File: src/rtl/aurora_pkg.sv
// Shared Aurora TX definitions: data width, scheduler states and scheduler defaults.
package aurora_pkg;

  localparam int AXI_DATA_SIZE = 32;

  localparam int CC_PERIOD_DEF = 5000;
  localparam int CC_LEN_DEF    = 3;
  localparam int GAP_LEN_DEF   = 2;

  typedef enum logic [1:0] {
    IDLE,
    STREAM,
    GAP,
    CC
  } sched_state_e;

  // Counter width for a parameter value; never narrower than one bit.
  function automatic int cnt_width(input int n);
    return (n > 1) ? $clog2(n) : 1;
  endfunction

endpackage

File: src/rtl/aurora_tx_scheduler_cc_timer.sv
// Free-running clock-compensation timer: raises cc_pending at each wrap and flags
// a sticky overrun when a wrap finds the previous request still outstanding.
module cc_timer
  import aurora_pkg::*;
#(
  parameter int CC_PERIOD = CC_PERIOD_DEF
) (
  input  logic clk_data,
  input  logic rst_n,
  input  logic cc_done,
  output logic cc_pending,
  output logic cc_overrun
);

  localparam int            CW      = cnt_width(CC_PERIOD);
  localparam logic [CW-1:0] CNT_MAX = CW'(CC_PERIOD - 1);

  logic [CW-1:0] cnt_reg;
  logic          wrap;

  assign wrap = (cnt_reg == CNT_MAX);

  always_ff @(posedge clk_data or negedge rst_n) begin
    if (!rst_n) begin
      cnt_reg    <= '0;
      cc_pending <= 1'b0;
      cc_overrun <= 1'b0;
    end else begin
      cnt_reg <= wrap ? '0 : cnt_reg + CW'(1);
      // A wrap coinciding with the window finishing is a fresh request.
      if (wrap) begin
        cc_pending <= 1'b1;
        if (cc_pending && !cc_done)
          cc_overrun <= 1'b1;
      end else if (cc_done) begin
        cc_pending <= 1'b0;
      end
    end
  end

endmodule

File: src/rtl/aurora_tx_scheduler.sv
// Frame-granular round-robin scheduler sharing data_controller between two
// AXI-Stream sources, with enforced inter-frame gap and clock-compensation windows.
module aurora_tx_scheduler
  import aurora_pkg::*;
#(
  parameter int CC_PERIOD = CC_PERIOD_DEF,
  parameter int CC_LEN    = CC_LEN_DEF,
  parameter int GAP_LEN   = GAP_LEN_DEF
) (
  input  logic                       clk_data,
  input  logic                       rst_n,
  input  logic [1:0]                 s_valid,
  input  logic [1:0]                 s_last,
  input  logic [2*AXI_DATA_SIZE-1:0] s_data,
  output logic [1:0]                 s_ready,
  output logic                       m_valid,
  output logic                       m_last,
  output logic [AXI_DATA_SIZE-1:0]   m_data,
  output logic                       grant,
  output logic                       cc_active,
  output logic                       cc_overrun
);

  localparam int            GW       = cnt_width(GAP_LEN);
  localparam int            LW       = cnt_width(CC_LEN);
  localparam logic [GW-1:0] GAP_LOAD = GW'(GAP_LEN - 1);
  localparam logic [LW-1:0] CC_LOAD  = LW'(CC_LEN - 1);

  sched_state_e             state_reg;
  logic                     last_grant_reg;
  logic [GW-1:0]            gap_cnt_reg;
  logic [LW-1:0]            cc_cnt_reg;
  logic                     cc_pending;
  logic                     cc_done;
  logic                     pick;
  logic                     beat_acc;
  logic [AXI_DATA_SIZE-1:0] src_data [2];

  for (genvar gi = 0; gi < 2; gi++) begin : g_src
    assign src_data[gi] = s_data[gi*AXI_DATA_SIZE +: AXI_DATA_SIZE];
  end

  // On a tie the source that did not send the previous frame wins.
  assign pick     = (s_valid == 2'b11) ? ~last_grant_reg : s_valid[1];
  assign beat_acc = (state_reg == STREAM) && s_valid[grant] && s_ready[grant];
  assign cc_done  = (state_reg == CC) && (cc_cnt_reg == '0);

  cc_timer #(
    .CC_PERIOD (CC_PERIOD)
  ) u_cc_timer (
    .clk_data   (clk_data),
    .rst_n      (rst_n),
    .cc_done    (cc_done),
    .cc_pending (cc_pending),
    .cc_overrun (cc_overrun)
  );

  always_ff @(posedge clk_data or negedge rst_n) begin
    if (!rst_n) begin
      state_reg      <= IDLE;
      last_grant_reg <= 1'b1;
      grant          <= 1'b0;
      s_ready        <= 2'b00;
      m_valid        <= 1'b0;
      m_last         <= 1'b0;
      m_data         <= '0;
      cc_active      <= 1'b0;
      gap_cnt_reg    <= '0;
      cc_cnt_reg     <= '0;
    end else begin
      m_valid <= beat_acc;
      m_last  <= beat_acc & s_last[grant];
      m_data  <= beat_acc ? src_data[grant] : '0;

      case (state_reg)
        IDLE: begin
          if (cc_pending) begin
            state_reg  <= CC;
            cc_active  <= 1'b1;
            cc_cnt_reg <= CC_LOAD;
          end else if (|s_valid) begin
            state_reg <= STREAM;
            grant     <= pick;
            s_ready   <= pick ? 2'b10 : 2'b01;
          end
        end
        STREAM: begin
          if (beat_acc && s_last[grant]) begin
            state_reg      <= GAP;
            last_grant_reg <= grant;
            gap_cnt_reg    <= GAP_LOAD;
            s_ready        <= 2'b00;
          end
        end
        GAP: begin
          if (gap_cnt_reg == '0)
            state_reg <= IDLE;
          else
            gap_cnt_reg <= gap_cnt_reg - GW'(1);
        end
        CC: begin
          if (cc_done) begin
            state_reg <= IDLE;
            cc_active <= 1'b0;
          end else begin
            cc_cnt_reg <= cc_cnt_reg - LW'(1);
          end
        end
        default: state_reg <= IDLE;
      endcase
    end
  end

endmodule

File: config.mk
export PLATFORM = sky130hd
export DESIGN_NAME = aurora_tx_scheduler
export DESIGN_NICKNAME = d
export VERILOG_FILES = /design/src/rtl/aurora_pkg.sv /design/src/rtl/aurora_tx_scheduler_cc_timer.sv /design/src/rtl/aurora_tx_scheduler.sv
export SDC_FILE = /design/constraint.sdc
export NUM_CORES = 1
export LEC_CHECK = 0
export BUFFER_PORTS_ARGS = -buffer_cell sky130_fd_sc_hd__buf_2
export CAP_MARGIN = 40
export CORE_ASPECT_RATIO = 1.75
export CORE_MARGIN = 3
export CORE_UTILIZATION = 35
export CTS_CLUSTER_DIAMETER = 150
export DETAILED_ROUTE_END_ITERATION = 16
export GPL_ROUTABILITY_DRIVEN = 0
export PLACE_DENSITY = 0.72
export SLEW_MARGIN = 10
export SYNTH_ARGS = -nofsm -noshare
export SYNTH_HDL_FRONTEND = slang
export SYNTH_SLANG_ARGS = --single-unit
File: constraint.sdc
create_clock -name clk_data -period 1.6 [get_ports clk_data]
set_clock_uncertainty 0.05 [all_clocks]
set_input_delay 0.16 -clock clk_data [delete_from_list [all_inputs] [get_ports clk_data]]
set_output_delay 0.16 -clock clk_data [all_outputs]
set_load 0.02 [all_outputs]
==> results of run 1 <==
power by group:
| part | switching, mW | leakage, nW | internal (mW) | total (mW) |
|---|---|---|---|---|
| registers | 0.137 | 0.787 | 1.72 | 1.86 |
| clock network | 0.628 | 0.145 | 1.24 | 1.87 |
| logic | 1.02 | 1.12 | 0.834 | 1.85 |
per-stage QoR:
stage          setup TNS, ns  std cells  power, mW  hold slack [ns]
6_report            -0.07367        450      5.575          0.03106
5_1_grt              -0.3624        450      5.893          0.04457
3_5_place_dp        -0.05220        431      3.684           0.1380
4_1_cts             -0.04584        449      5.581          0.02594
2_1_floorplan        -0.1028        228      3.078          -0.1856
3_3_place_gp               0        431      3.615           0.1404
placed cells by master, fill, tap and decap left out, types with 3 or more instances in the layout:
cell type,Yosys,final
sky130_fd_sc_hd__buf_2,0,108
sky130_fd_sc_hd__dfrtp_1,58,57
sky130_fd_sc_hd__nor2_1,37,37
sky130_fd_sc_hd__mux2i_1,35,35
sky130_fd_sc_hd__buf_4,1,18
sky130_fd_sc_hd__clkbuf_16,0,9
sky130_fd_sc_hd__nand2_1,8,8
sky130_fd_sc_hd__o21ai_0,9,8
sky130_fd_sc_hd__nand3_1,7,7
sky130_fd_sc_hd__inv_1,8,6
sky130_fd_sc_hd__a21oi_1,6,6
sky130_fd_sc_hd__nand4_1,4,4
sky130_fd_sc_hd__xor2_1,4,4
sky130_fd_sc_hd__nand2b_1,4,4
sky130_fd_sc_hd__nor3_1,3,3
sky130_fd_sc_hd__xnor2_1,3,3
sky130_fd_sc_hd__or3_1,3,3
sky130_fd_sc_hd__ha_1,6,3
sky130_fd_sc_hd__clkinv_2,0,3
synth_stat cells (2+ instances only):
library cell	n
sky130_fd_sc_hd__a21o_1	2
sky130_fd_sc_hd__a21oi_1	6
sky130_fd_sc_hd__a22o_1	2
sky130_fd_sc_hd__buf_1	3
sky130_fd_sc_hd__clkbuf_1	4
sky130_fd_sc_hd__dfrtp_1	58
sky130_fd_sc_hd__ha_1	6
sky130_fd_sc_hd__inv_1	8
sky130_fd_sc_hd__mux2i_1	35
sky130_fd_sc_hd__nand2_1	8
sky130_fd_sc_hd__nand2b_1	4
sky130_fd_sc_hd__nand3_1	7
sky130_fd_sc_hd__nand3b_1	2
sky130_fd_sc_hd__nand4_1	4
sky130_fd_sc_hd__nor2_1	37
sky130_fd_sc_hd__nor2b_1	4
sky130_fd_sc_hd__nor3_1	3
sky130_fd_sc_hd__o21ai_0	9
sky130_fd_sc_hd__or3_1	3
sky130_fd_sc_hd__xnor2_1	3
sky130_fd_sc_hd__xor2_1	4
worst min-delay path by stage:
stage               from                endpoint  slack, ns  cells after the start
3_5_place_dp       rst_n  s_ready[0]$_DFFE_PN0P_       0.14                      2
2_1_floorplan      rst_n   cc_active$_DFFE_PN0P_      -0.19                      0
6_report       s_data[3]     m_data[3]$_DFF_PN0_       0.03                      3
4_1_cts        s_data[2]     m_data[2]$_DFF_PN0_       0.03                      3
5_1_grt        s_data[2]     m_data[2]$_DFF_PN0_       0.04                      3
3_3_place_gp       rst_n   cc_active$_DFFE_PN0P_       0.14                      2
worst reg2reg max path, stage by stage (launching register included):
cell	delay [ns]
sky130_fd_sc_hd__dfrtp_1	0.37
sky130_fd_sc_hd__or4b_4	0.54
sky130_fd_sc_hd__nor4_4	0.17
sky130_fd_sc_hd__buf_4	0.20
sky130_fd_sc_hd__nand2b_1	0.12
sky130_fd_sc_hd__mux2i_1	0.06
layout make-up:
cell class / count / area [sq um]
inverter: 8 / 30.03
tap: 84 / 105.1
timing repair buffer: 130 / 737.0
sequential: 59 / 1479
clock inverter: 5 / 52.55
fill: 618 / 3318
multi-input combinational: 153 / 1092
clock buffer: 11 / 242.7
kinds of logic (layout without fill, tap and decap cells):
logic type | after synthesis | count (layout) | share of synthesized area, %
AOI/OAI and AO/OA | 27 | 27 | 6.558
xor gates and xnor gates | 7 | 7 | 2.363
adders and majority gates | 6 | 6 | 2.893
buffers and inverters | 16 | 154 | 2.459
DFF | 59 | 59 | 56.94
muxes | 36 | 36 | 13.93
and+or+nand+nor | 77 | 77 | 14.85
routing by layer:
metal | track usage [%] | vias up
met5 | 0 | -
met4 | 6.706 | 0
met3 | 4.610 | 7
met2 | 26.05 | 71
met1 | 15.81 | 1037
li1 | - | 1057
repair_timing:
action | CTS | global route
pin swaps | 0 | 3
hold endpoints to repair | 58 | 0
cloned | 0 | 0
hold buffers | 1 | 0
buffers inserted | 1 | 1
resized for setup | 1 | 9
setup endpoints to repair | 3 | 8
==> impl_metrics.sql, run 1 <==
INSERT INTO impl_metrics (metric_group, metric, value, unit) VALUES
('route', 'detail_route.wirelength', '6207', 'um'),
('floorplanning', 'dieWidth', '71.09', 'um'),
('finish', 'post-route-util', '52.98', '%'),
('synth', 'warnings_from_yosys', '0', ''),
('floorplanning', 'die_area', '8524', 'sq um'),
('critical_path', 'setup.worst_path.start_class', 'flip-flop', ''),
('synth', 'synth.area.top_cells', 'sky130_fd_sc_hd__dfrtp_1, sky130_fd_sc_hd__mux2i_1, sky130_fd_sc_hd__nor2_1, sky130_fd_sc_hd__ha_1, sky130_fd_sc_hd__o21ai_0', ''),
('critical_path', 'rrSetupSlack', '-0.04', 'ns'),
('sta', 'setup_ws', '-0.04258', 'ns'),
('synth', 'post-synth-top-area-fraction', '55.93', '%'),
('critical_path', 'timing.rr.start', 'u_cc_timer.cnt_reg[4]$_DFF_PN0_', ''),
('sta', 'report.final.setup_viol', '2', ''),
('finish', 'layout-area-overhead-vs-synth', '44.07', '%'),
('critical_path', 'worst_path_max_delay_cell', 'sky130_fd_sc_hd__or4b_4', ''),
('finish', 'largest_reg_flops', '32', ''),
('cts', 'cts_made_buffers', '9', ''),
('sta', 'timing_hold_violations_final', '0', ''),
('floorplanning', 'floorplan.die.height', '119.9', 'um'),
('synth', 'async_flop_share', '100.0', '%'),
('cts', 'clock_tree.buffer_depth', '2', ''),
('synth', 'synth_nets', '304', ''),
('critical_path', 'timing.critical_path.max_delay_family', 'simple AND/OR/NAND/NOR gates', ''),
('sta', 'fin_crit_sh', '102.7', '%'),
('critical_path', 'cp-endpoint', 'u_cc_timer.cnt_reg[12]$_DFF_PN0_', ''),
('synth', 'synth_ff_type', 'sky130_fd_sc_hd__dfrtp_1', ''),
('critical_path', 'worstSetupPathDepth', '5', ''),
('synth', 'post_synth_num_cell_types', '37', ''),
('placement', 'preCtsSetupSlack', '-0.02904', 'ns'),
('global_routing', 'grt_pass1_wl', '9846', 'um'),
('global_routing', 'grt.overflow.total', '0', ''),
('critical_path', 'cp_data_required_time', '1.74', 'ns'),
('cts', 'root_buf_cell', 'sky130_fd_sc_hd__clkbuf_16', ''),
('min_path', 'worst_min_delay_path_class', 'input port to flip-flop', ''),
('floorplanning', 'floorplan.rows', '40', ''),
('critical_path', 'critical_path.endpoint_type', 'flip-flop', ''),
('route', 'route.vias.total', '2172', ''),
('cts', 'worst_setup_hold_path_clk_slew', '0.05', 'ns'),
('placement', 'dp_hpwl', '4613', 'um'),
('route', 'met2_length', '3393', 'um'),
('route', 'first_iter_violations', '43', ''),
('sta', 'grt_setup_unrepaired', 'yes', ''),
('synth', 'syn_area', '2595', 'sq um'),
('floorplanning', 'core_area', '7057', 'sq um'),
('route', 'wl_met1', '2279', 'um'),
('sta', 'worst_pin_slew', '0.4473', 'ns'),
('run_status', 'failed_checks', 'negative setup slack', ''),
('synth', 'avgSynthCellArea', '11.38', 'sq um'),
('run_status', 'run_status', 'finished, violations left', ''),
('cts', 'clk_latency', '0.32', 'ns'),
('finish', 'finish.instance_area', '3739', 'sq um'),
('run', 'cap_violations', '0', ''),
('critical_path', 'cp.buffers_inverters', '1', ''),
('synth', 'count_of_flip_flops_with_a_built_in_enable_after_synthesis', '0', ''),
('finish', 'layout-drive-gt1-share', '43.17', '%'),
('synth', 'yosysSeqAreaShare', '56.94', '%'),
('route', 'highest-signal-layer', 'met4', ''),
('route', 'per_cell_routed_wire_length', '13.79', 'um'),
('route', 'met3_layer_wire_length_in_the_routed_design', '423', 'um'),
('power_and_ir_drop', 'leakagePower', '2.052', 'nW'),
('critical_path', 'timing.critical_path.fanout_max', '8', ''),
('cts', 'cts_tree', 'built', ''),
('placement', 'port-buffer-count', '108', ''),
('route', 'antenna_violating_nets_post_route', '0', ''),
('cts', 'htreeDepth', '3', ''),
('placement', 'placement.cell_area', '3385', 'sq um'),
('critical_path', 'r2r-end', 'u_cc_timer.cnt_reg[12]$_DFF_PN0_', ''),
('finish', 'diodes', '0', ''),
('floorplanning', 'design.portCount', '109', ''),
('sta', 'slew_headroom', '69.91', '%'),
('cts', 'cts_sinks', '59', ''),
('route', 'drc_errors', '0', '');
(Power assumes the default switching activity.)
==> run 2: changes to the inputs <==
--- a/config.mk
+++ b/config.mk
@@ -14,6 +14,7 @@
 export DETAILED_ROUTE_END_ITERATION = 16
 export GPL_ROUTABILITY_DRIVEN = 0
 export PLACE_DENSITY = 0.72
+export RECOVER_POWER = 25
 export SLEW_MARGIN = 10
 export SYNTH_ARGS = -nofsm -noshare
 export SYNTH_HDL_FRONTEND = slang
==> run 2 against run 1 <==
Compared with the run above:
- the flow still finishes with violations (negative setup slack)
- hold slack barely moved
- non-clock buffer count did not move
- clock power barely moved
- via count rose by 0.18%
- fmax barely moved
- count of clock-buffer cells in the layout did not move
- routed wire length barely moved
- critical path depth did not move
- global-route usage did not move
- combinational power barely moved
==> impl_metrics.sql, run 2 (synthesized netlist as in run 1, its figures left out) <==
INSERT INTO impl_metrics (metric_group, metric, value, unit) VALUES
('run_status', 'run_status', 'finished, violations left', ''),
('run_status', 'failed_checks', 'negative setup slack', ''),
('critical_path', 'cp.buffers_inverters', '1', ''),
('floorplanning', 'dieWidth', '71.09', 'um'),
('placement', 'dp_hpwl', '4613', 'um'),
('route', 'route.detailed.vias_per_inst', '4.836', ''),
('global_routing', 'grt.overflow.total', '0', ''),
('critical_path', 'critical_path.cell_chain', 'or4b_4 > nor4_4 > buf_4 > nand2b_1 > mux2i_1', ''),
('route', 'drc_errors', '0', ''),
('cts', 'worst_setup_hold_path_clk_slew', '0.05', 'ns'),
('sta', 'report.final.setup_viol', '2', ''),
('power_and_ir_drop', 'leakagePower', '2.047', 'nW'),
('route', 'route.vias.total', '2176', ''),
('run', 'cap_violations', '0', ''),
('cts', 'htreeDepth', '3', ''),
('critical_path', 'timing.critical_path.max_delay_family', 'simple AND/OR/NAND/NOR gates', ''),
('floorplanning', 'floorplan.rows', '40', ''),
('finish', 'most_frequent_cells_in_the_layout', 'sky130_fd_sc_hd__buf_2, sky130_fd_sc_hd__dfrtp_1, sky130_fd_sc_hd__nor2_1, sky130_fd_sc_hd__mux2i_1, sky130_fd_sc_hd__buf_4', ''),
('finish', 'nNetsFinal', '437', ''),
('cts', 'cts_sinks', '59', ''),
('power_and_ir_drop', 'p_per_area', '1494', 'nW/um^2'),
('route', 'first_iter_violations', '59', ''),
('global_routing', 'groute.usage.overall', '14.78', '%'),
('sta', 'timing_hold_violations_final', '0', ''),
('global_routing', 'grt_start_max_net_pins', '60', ''),
('global_routing', 'grt_pass1_wl', '9846', 'um'),
('global_routing', 'number_of_global_route_vias_before_repair', '2185', ''),
('critical_path', 'r2r-end', 'u_cc_timer.cnt_reg[12]$_DFF_PN0_', ''),
('sta', 'period_minus_slack', '1.644', 'ns'),
('critical_path', 'timing.critical_path.fanout_max', '8', ''),
('critical_path', 'timing.rr.start', 'u_cc_timer.cnt_reg[4]$_DFF_PN0_', ''),
('critical_path', 'r2r_cells', '5', ''),
('finish', 'diodes', '0', ''),
('floorplanning', 'core_area', '7057', 'sq um'),
('placement', 'placement.cell_area', '3385', 'sq um'),
('floorplanning', 'floorplan.die.height', '119.9', 'um'),
('floorplanning', 'die_area', '8524', 'sq um'),
('sta', 'grt_setup_unrepaired', 'yes', ''),
('critical_path', 'critical_path.endpoint_type', 'flip-flop', ''),
('critical_path', 'critical_path.max_stage_delay', '0.54', 'ns'),
('floorplanning', 'initial_core_util', '36.77', '%'),
('global_routing', 'grt_antenna_before_repair', '0', ''),
('finish', 'fill_cells', '619', ''),
('sta', 'setup_ws', '-0.04364', 'ns'),
('route', 'per_cell_routed_wire_length', '13.80', 'um'),
('cts', 'cts_made_buffers', '9', ''),
('cts', 'clk_latency', '0.32', 'ns'),
('cts', 'cts_tree', 'built', ''),
('cts', 'clock_tree.buffer_depth', '2', ''),
('finish', 'largest_reg_flops', '32', ''),
('power_and_ir_drop', 'ir_worst_vdd', '0.7636', 'mV'),
('placement', 'preCtsSetupSlack', '-0.02904', 'ns'),
('critical_path', 'setup.worst_path.start_class', 'flip-flop', ''),
('route', 'drtPass1Iterations', '4', ''),
('finish', 'leading_cell_type_in_the_layout_fill_and_taps_excluded', 'sky130_fd_sc_hd__buf_2', ''),
('critical_path', 'cp_data_required_time', '1.74', 'ns'),
('critical_path', 'timing.critical_path.arrival', '1.79', 'ns'),
('min_path', 'worst_min_delay_path_class', 'input port to flip-flop', ''),
('min_path', 'hold_end', 'm_data[3]$_DFF_PN0_', ''),
('critical_path', 'worst_path_max_delay_cell', 'sky130_fd_sc_hd__or4b_4', ''),
('min_path', 'hold_path_startpoint', 's_data[3]', ''),
('route', 'detail_route.wirelength', '6209', 'um'),
('sta', 'fin_hold_ws', '0.03106', 'ns'),
('finish', 'layout-area-overhead-vs-synth', '43.59', '%'),
('cts', 'root_buf_cell', 'sky130_fd_sc_hd__clkbuf_16', ''),
('placement', 'port-buffer-count', '108', ''),
('sta', 'report.final.slew_viol_count', '0', ''),
('sta', 'worst_pin_slew', '0.7961', 'ns'),
('sta', 'timing.fmax', '0.6084', 'GHz'),
('critical_path', 'rrSetupSlack', '-0.04', 'ns'),
('sta', 'slew_headroom', '46.93', '%'),
('finish', 'layout-drive-gt1-share', '43.17', '%'),
('finish', 'finish.instance_area', '3726', 'sq um'),
('min_path', 'timing.hold.worst_path_depth', '3', ''),
('floorplanning', 'design.portCount', '109', ''),
('sta', 'fin_crit_sh', '102.7', '%'),
('route', 'antenna_violating_nets_post_route', '0', ''),
('critical_path', 'worst-setup-path-type', 'flip-flop to flip-flop', '');
-- run 2: worst reg2reg max path: stages, from the launching register on --
cell                       delay (ns)
sky130_fd_sc_hd__dfrtp_1         0.37
sky130_fd_sc_hd__or4b_4          0.54
sky130_fd_sc_hd__nor4_4          0.17
sky130_fd_sc_hd__buf_4           0.20
sky130_fd_sc_hd__nand2b_1        0.12
sky130_fd_sc_hd__mux2i_1         0.06
-- run 2: worst max path at each step --
stage / from / endpoint / cells past startpoint
after floorplan: u_cc_timer.cnt_reg[4]$_DFF_PN0_ / u_cc_timer.cnt_reg[9]$_DFF_PN0_ / 4
after global placement: u_cc_timer.cnt_reg[4]$_DFF_PN0_ / u_cc_timer.cnt_reg[1]$_DFF_PN0_ / 4
after detailed placement: u_cc_timer.cnt_reg[4]$_DFF_PN0_ / u_cc_timer.cnt_reg[1]$_DFF_PN0_ / 4
after CTS: u_cc_timer.cnt_reg[4]$_DFF_PN0_ / u_cc_timer.cnt_reg[1]$_DFF_PN0_ / 4
after global routing: u_cc_timer.cnt_reg[4]$_DFF_PN0_ / u_cc_timer.cnt_reg[12]$_DFF_PN0_ / 5
final: u_cc_timer.cnt_reg[4]$_DFF_PN0_ / u_cc_timer.cnt_reg[12]$_DFF_PN0_ / 5
-- run 2: through the flow --
stage,setup TNS (ns),power [mW],utilization [%],instances
floorplan,-0.1028,3.078,-,228
global placement,0,3.615,47.96,431
detailed placement,-0.05220,3.684,47.96,431
CTS,-0.04584,5.581,52.45,449
global route,-0.3624,5.888,52.80,450
finish,-0.07576,5.567,52.80,450
-- run 2: routing by layer --
layer	vias to the layer above	global-route usage, %	share of wire [%]
met5	-	0	0
met2	72	26.05	55
met4	0	6.706	1.8
met1	1039	15.81	36
li1	1058	-	-
met3	7	4.610	6.8
-- run 2: power breakdown --
| group | total, mW | switching (mW) | internal (mW) |
|---|---|---|---|
| Sequential | 1.85 | 0.136 | 1.72 |
| Clock | 1.86 | 0.628 | 1.24 |
| Combinational | 1.85 | 1.02 | 0.831 |
| Total | 5.57 | 1.78 | 3.79 |
-- run 2: repair_timing --
action,4_1_cts,5_1_grt
pin swaps,0,3
hold buffers,1,0
buffers inserted,1,1
setup endpoints to repair,3,8
hold endpoints to repair,58,0
gates resized for setup,1,9
-- run 2: area by class of cell --
| cell class | instances | area (sq um) | area share (%) |
|---|---|---|---|
| Clock buffer | 11 | 242.7 | 6.514 |
| Clock inverter | 5 | 52.55 | 1.410 |
| Inverter | 8 | 30.03 | 0.8059 |
| Multi-Input combinational cell | 153 | 1092 | 29.32 |
| Sequential cell | 59 | 1479 | 39.69 |
| Tap cell | 84 | 105.1 | 2.821 |
| Timing Repair Buffer | 130 | 724.4 | 19.44 |
==> run 3: changes to the inputs <==
--- a/config.mk
+++ b/config.mk
@@ -9,11 +9,11 @@
 export CAP_MARGIN = 40
 export CORE_ASPECT_RATIO = 1.75
 export CORE_MARGIN = 3
-export CORE_UTILIZATION = 35
+export CORE_UTILIZATION = 25
 export CTS_CLUSTER_DIAMETER = 150
 export DETAILED_ROUTE_END_ITERATION = 16
 export GPL_ROUTABILITY_DRIVEN = 0
-export PLACE_DENSITY = 0.72
+export PLACE_DENSITY = 0.57
 export RECOVER_POWER = 25
 export SLEW_MARGIN = 10
 export SYNTH_ARGS = -nofsm -noshare
==> run 3 against run 2 <==
Compared with the run above:
- the run still ends with negative setup slack left
- hold slack worse by 0.0049 ns
- register-to-register slack better by 0.02 ns
- flip-flop and latch count stayed put
- clock power is 5% higher
- power is 2.3% higher
- first-iteration DRC count is 1.7% higher
- final cell count is 11% higher
- global-route usage is 3.0 points lower
- critical path type unchanged
- critical endpoint is now u_cc_timer.cnt_reg[1]$_DFF_PN0_
- largest power group unchanged
- highest routed layer unchanged
==> impl_metrics.sql, run 3 (synthesized netlist as in run 1, its figures left out) <==
INSERT INTO impl_metrics (metric_group, metric, value, unit) VALUES
('critical_path', 'timing.critical_path.arrival', '1.78', 'ns'),
('cts', 'worst_setup_hold_path_clk_slew', '0.05', 'ns'),
('finish', 'leading_cell_type_in_the_layout_fill_and_taps_excluded', 'sky130_fd_sc_hd__buf_2', ''),
('global_routing', 'number_of_global_route_vias_before_repair', '2328', ''),
('floorplanning', 'floorplan.die.height', '140.8', 'um'),
('critical_path', 'timing.critical_path.fanout_max', '5', ''),
('finish', 'nNetsFinal', '444', ''),
('cts', 'cts_tree', 'built', ''),
('placement', 'dp_hpwl', '4826', 'um'),
('route', 'detail_route.wirelength', '6404', 'um'),
('cts', 'cts_sinks', '59', ''),
('finish', 'layout-area-overhead-vs-synth', '48.17', '%'),
('sta', 'worst_pin_slew', '0.8001', 'ns'),
('sta', 'setup_ws', '-0.02304', 'ns'),
('sta', 'timing.fmax', '0.6161', 'GHz'),
('global_routing', 'grt_antenna_before_repair', '0', ''),
('sta', 'fin_crit_sh', '101.4', '%'),
('finish', 'finish.instance_area', '3845', 'sq um'),
('finish', 'stdcell_count', '498', ''),
('route', 'route.vias.total', '2170', ''),
('placement', 'dpl.cell_count', '478', ''),
('sta', 'report.final.setup_viol', '3', ''),
('global_routing', 'grt_pass1_wl', '10930', 'um'),
('sta', 'timing_hold_violations_final', '0', ''),
('finish', 'largest_reg_flops', '32', ''),
('route', 'antenna_violating_nets_post_route', '0', ''),
('sta', 'slew_headroom', '46.66', '%'),
('sta', 'period_minus_slack', '1.623', 'ns'),
('route', 'route.detailed.vias_per_inst', '4.357', ''),
('finish', 'diodes', '0', ''),
('run_status', 'failed_checks', 'negative setup slack', ''),
('critical_path', 'critical_path.max_stage_delay', '0.54', 'ns'),
('floorplanning', 'die_area', '11690', 'sq um'),
('critical_path', 'critical_path.cell_chain', 'or4b_4 > nor4_4 > buf_4 > and2b_1', ''),
('finish', 'fill_cells', '1031', ''),
('cts', 'clock_tree.buffer_depth', '2', ''),
('floorplanning', 'core_area', '9970', 'sq um'),
('critical_path', 'timing.critical_path.max_delay_family', 'simple AND/OR/NAND/NOR gates', ''),
('cts', 'root_buf_cell', 'sky130_fd_sc_hd__clkbuf_16', ''),
('finish', 'most_frequent_cells_in_the_layout', 'sky130_fd_sc_hd__buf_2, sky130_fd_sc_hd__dfrtp_1, sky130_fd_sc_hd__nor2_1, sky130_fd_sc_hd__mux2i_1, sky130_fd_sc_hd__buf_4', ''),
('finish', 'post-route-util', '38.57', '%'),
('min_path', 'worst_min_delay_path_class', 'input port to flip-flop', ''),
('route', 'drc_errors', '0', ''),
('critical_path', 'cp_data_required_time', '1.76', 'ns'),
('route', 'first_iter_violations', '60', ''),
('cts', 'clk_latency', '0.32', 'ns'),
('cts', 'cts_made_buffers', '9', ''),
('power_and_ir_drop', 'ir_worst_vdd', '0.6896', 'mV'),
('finish', 'layout-drive-gt1-share', '44.24', '%'),
('floorplanning', 'initial_core_util', '26.03', '%'),
('critical_path', 'cp.buffers_inverters', '1', ''),
('critical_path', 'critical_path.endpoint_type', 'flip-flop', ''),
('run_status', 'run_status', 'finished, violations left', ''),
('global_routing', 'groute.usage.overall', '11.74', '%'),
('power_and_ir_drop', 'p_per_area', '1482', 'nW/um^2'),
('critical_path', 'worst_path_max_delay_cell', 'sky130_fd_sc_hd__or4b_4', ''),
('sta', 'grt_setup_unrepaired', 'yes', ''),
('power_and_ir_drop', 'leakagePower', '2.088', 'nW'),
('placement', 'placement.cell_area', '3481', 'sq um'),
('route', 'drtPass1Iterations', '4', ''),
('critical_path', 'worst-setup-path-type', 'flip-flop to flip-flop', ''),
('route', 'per_cell_routed_wire_length', '12.86', 'um'),
('critical_path', 'setup.worst_path.start_class', 'flip-flop', ''),
('floorplanning', 'dieWidth', '83.02', 'um'),
('global_routing', 'grt_start_max_net_pins', '60', ''),
('global_routing', 'grt.overflow.total', '0', ''),
('run', 'cap_violations', '0', ''),
('floorplanning', 'floorplan.rows', '48', ''),
('floorplanning', 'design.portCount', '109', ''),
('cts', 'htreeDepth', '3', ''),
('placement', 'port-buffer-count', '108', ''),
('sta', 'report.final.slew_viol_count', '0', '');
run 3: changes by cell type in the layout (fill, tap and decap cells not counted), sizes merged:
cell / change
clkbuf: +4
clkinv: -3
clkinvlp: -1
buf: +7
run 3: worst min-delay path, cell delays in order:
cell	delay, ns
sky130_fd_sc_hd__buf_2	0.07
sky130_fd_sc_hd__mux2i_1	0.05
sky130_fd_sc_hd__nor2_1	0.07
run 3: final cells by class:
class / count / area (sq um) / area share, %
clock buffer: 15 / 277.8 / 7.224
sequential: 59 / 1480 / 38.50
timing repair buffer: 137 / 773.2 / 20.11
clock inverter: 1 / 30.03 / 0.7810
multi-input combinational: 153 / 1097 / 28.54
inverter: 8 / 30.03 / 0.7810
tap: 125 / 156.4 / 4.068
run 3: power by group:
part | internal (mW) | switching, mW
Combinational | 0.863 | 1.03
Clock | 1.33 | 0.616
Sequential | 1.72 | 0.130
run 3: repair_timing:
action | 4_1_cts | 5_1_grt
cloned | 0 | 0
buffers inserted | 0 | 3
endpoints found under the hold margin | 58 | 0
pin swaps | 0 | 4
setup endpoints to repair | 7 | 13
resized for setup | 3 | 10
hold buffers | 1 | 0
run 3: final timing paths:
kind	slack, ns	cells past startpoint	to	start
worst min register to register	0.41	1	u_cc_timer.cc_overrun$_DFFE_PN0P_	u_cc_timer.cc_overrun$_DFFE_PN0P_
worst max-delay path	-0.02	4	u_cc_timer.cnt_reg[1]$_DFF_PN0_	u_cc_timer.cnt_reg[4]$_DFF_PN0_
max in group asynchronous	0.41	3	grant$_DFFE_PN0P_	rst_n
worst min-delay path	0.03	3	m_data[21]$_DFF_PN0_	s_data[21]
min in group asynchronous	0.52	3	cc_cnt_reg[0]$_DFFE_PN0P_	rst_n
worst max register to register	-0.02	4	u_cc_timer.cnt_reg[1]$_DFF_PN0_	u_cc_timer.cnt_reg[4]$_DFF_PN0_
run 3: per-stage QoR:
| stage | setup WS, ns | hold WS, ns | TNS (ns) | power, mW |
|---|---|---|---|---|
| CTS | -0.03352 | 0.008931 | -0.09359 | 5.675 |
| global route | -0.1042 | 0.02411 | -0.3981 | 6.063 |
| floorplan | -0.06663 | -0.1856 | -0.1028 | 3.078 |
| global placement | -0.01533 | 0.1485 | -0.02887 | 3.611 |
| finish | -0.02304 | 0.02614 | -0.03929 | 5.697 |
| detailed placement | -0.03218 | 0.1433 | -0.07975 | 3.655 |
run 3: layer usage:
metal | up-vias | part of all wire (%) | global-route usage (%)
met4 | 0 | 2.5 | 6.202
met2 | 76 | 52 | 19.80
met5 | - | 0 | 0
li1 | 1071 | - | -
met1 | 1011 | 39 | 13.30
met3 | 12 | 6.2 | 3.450
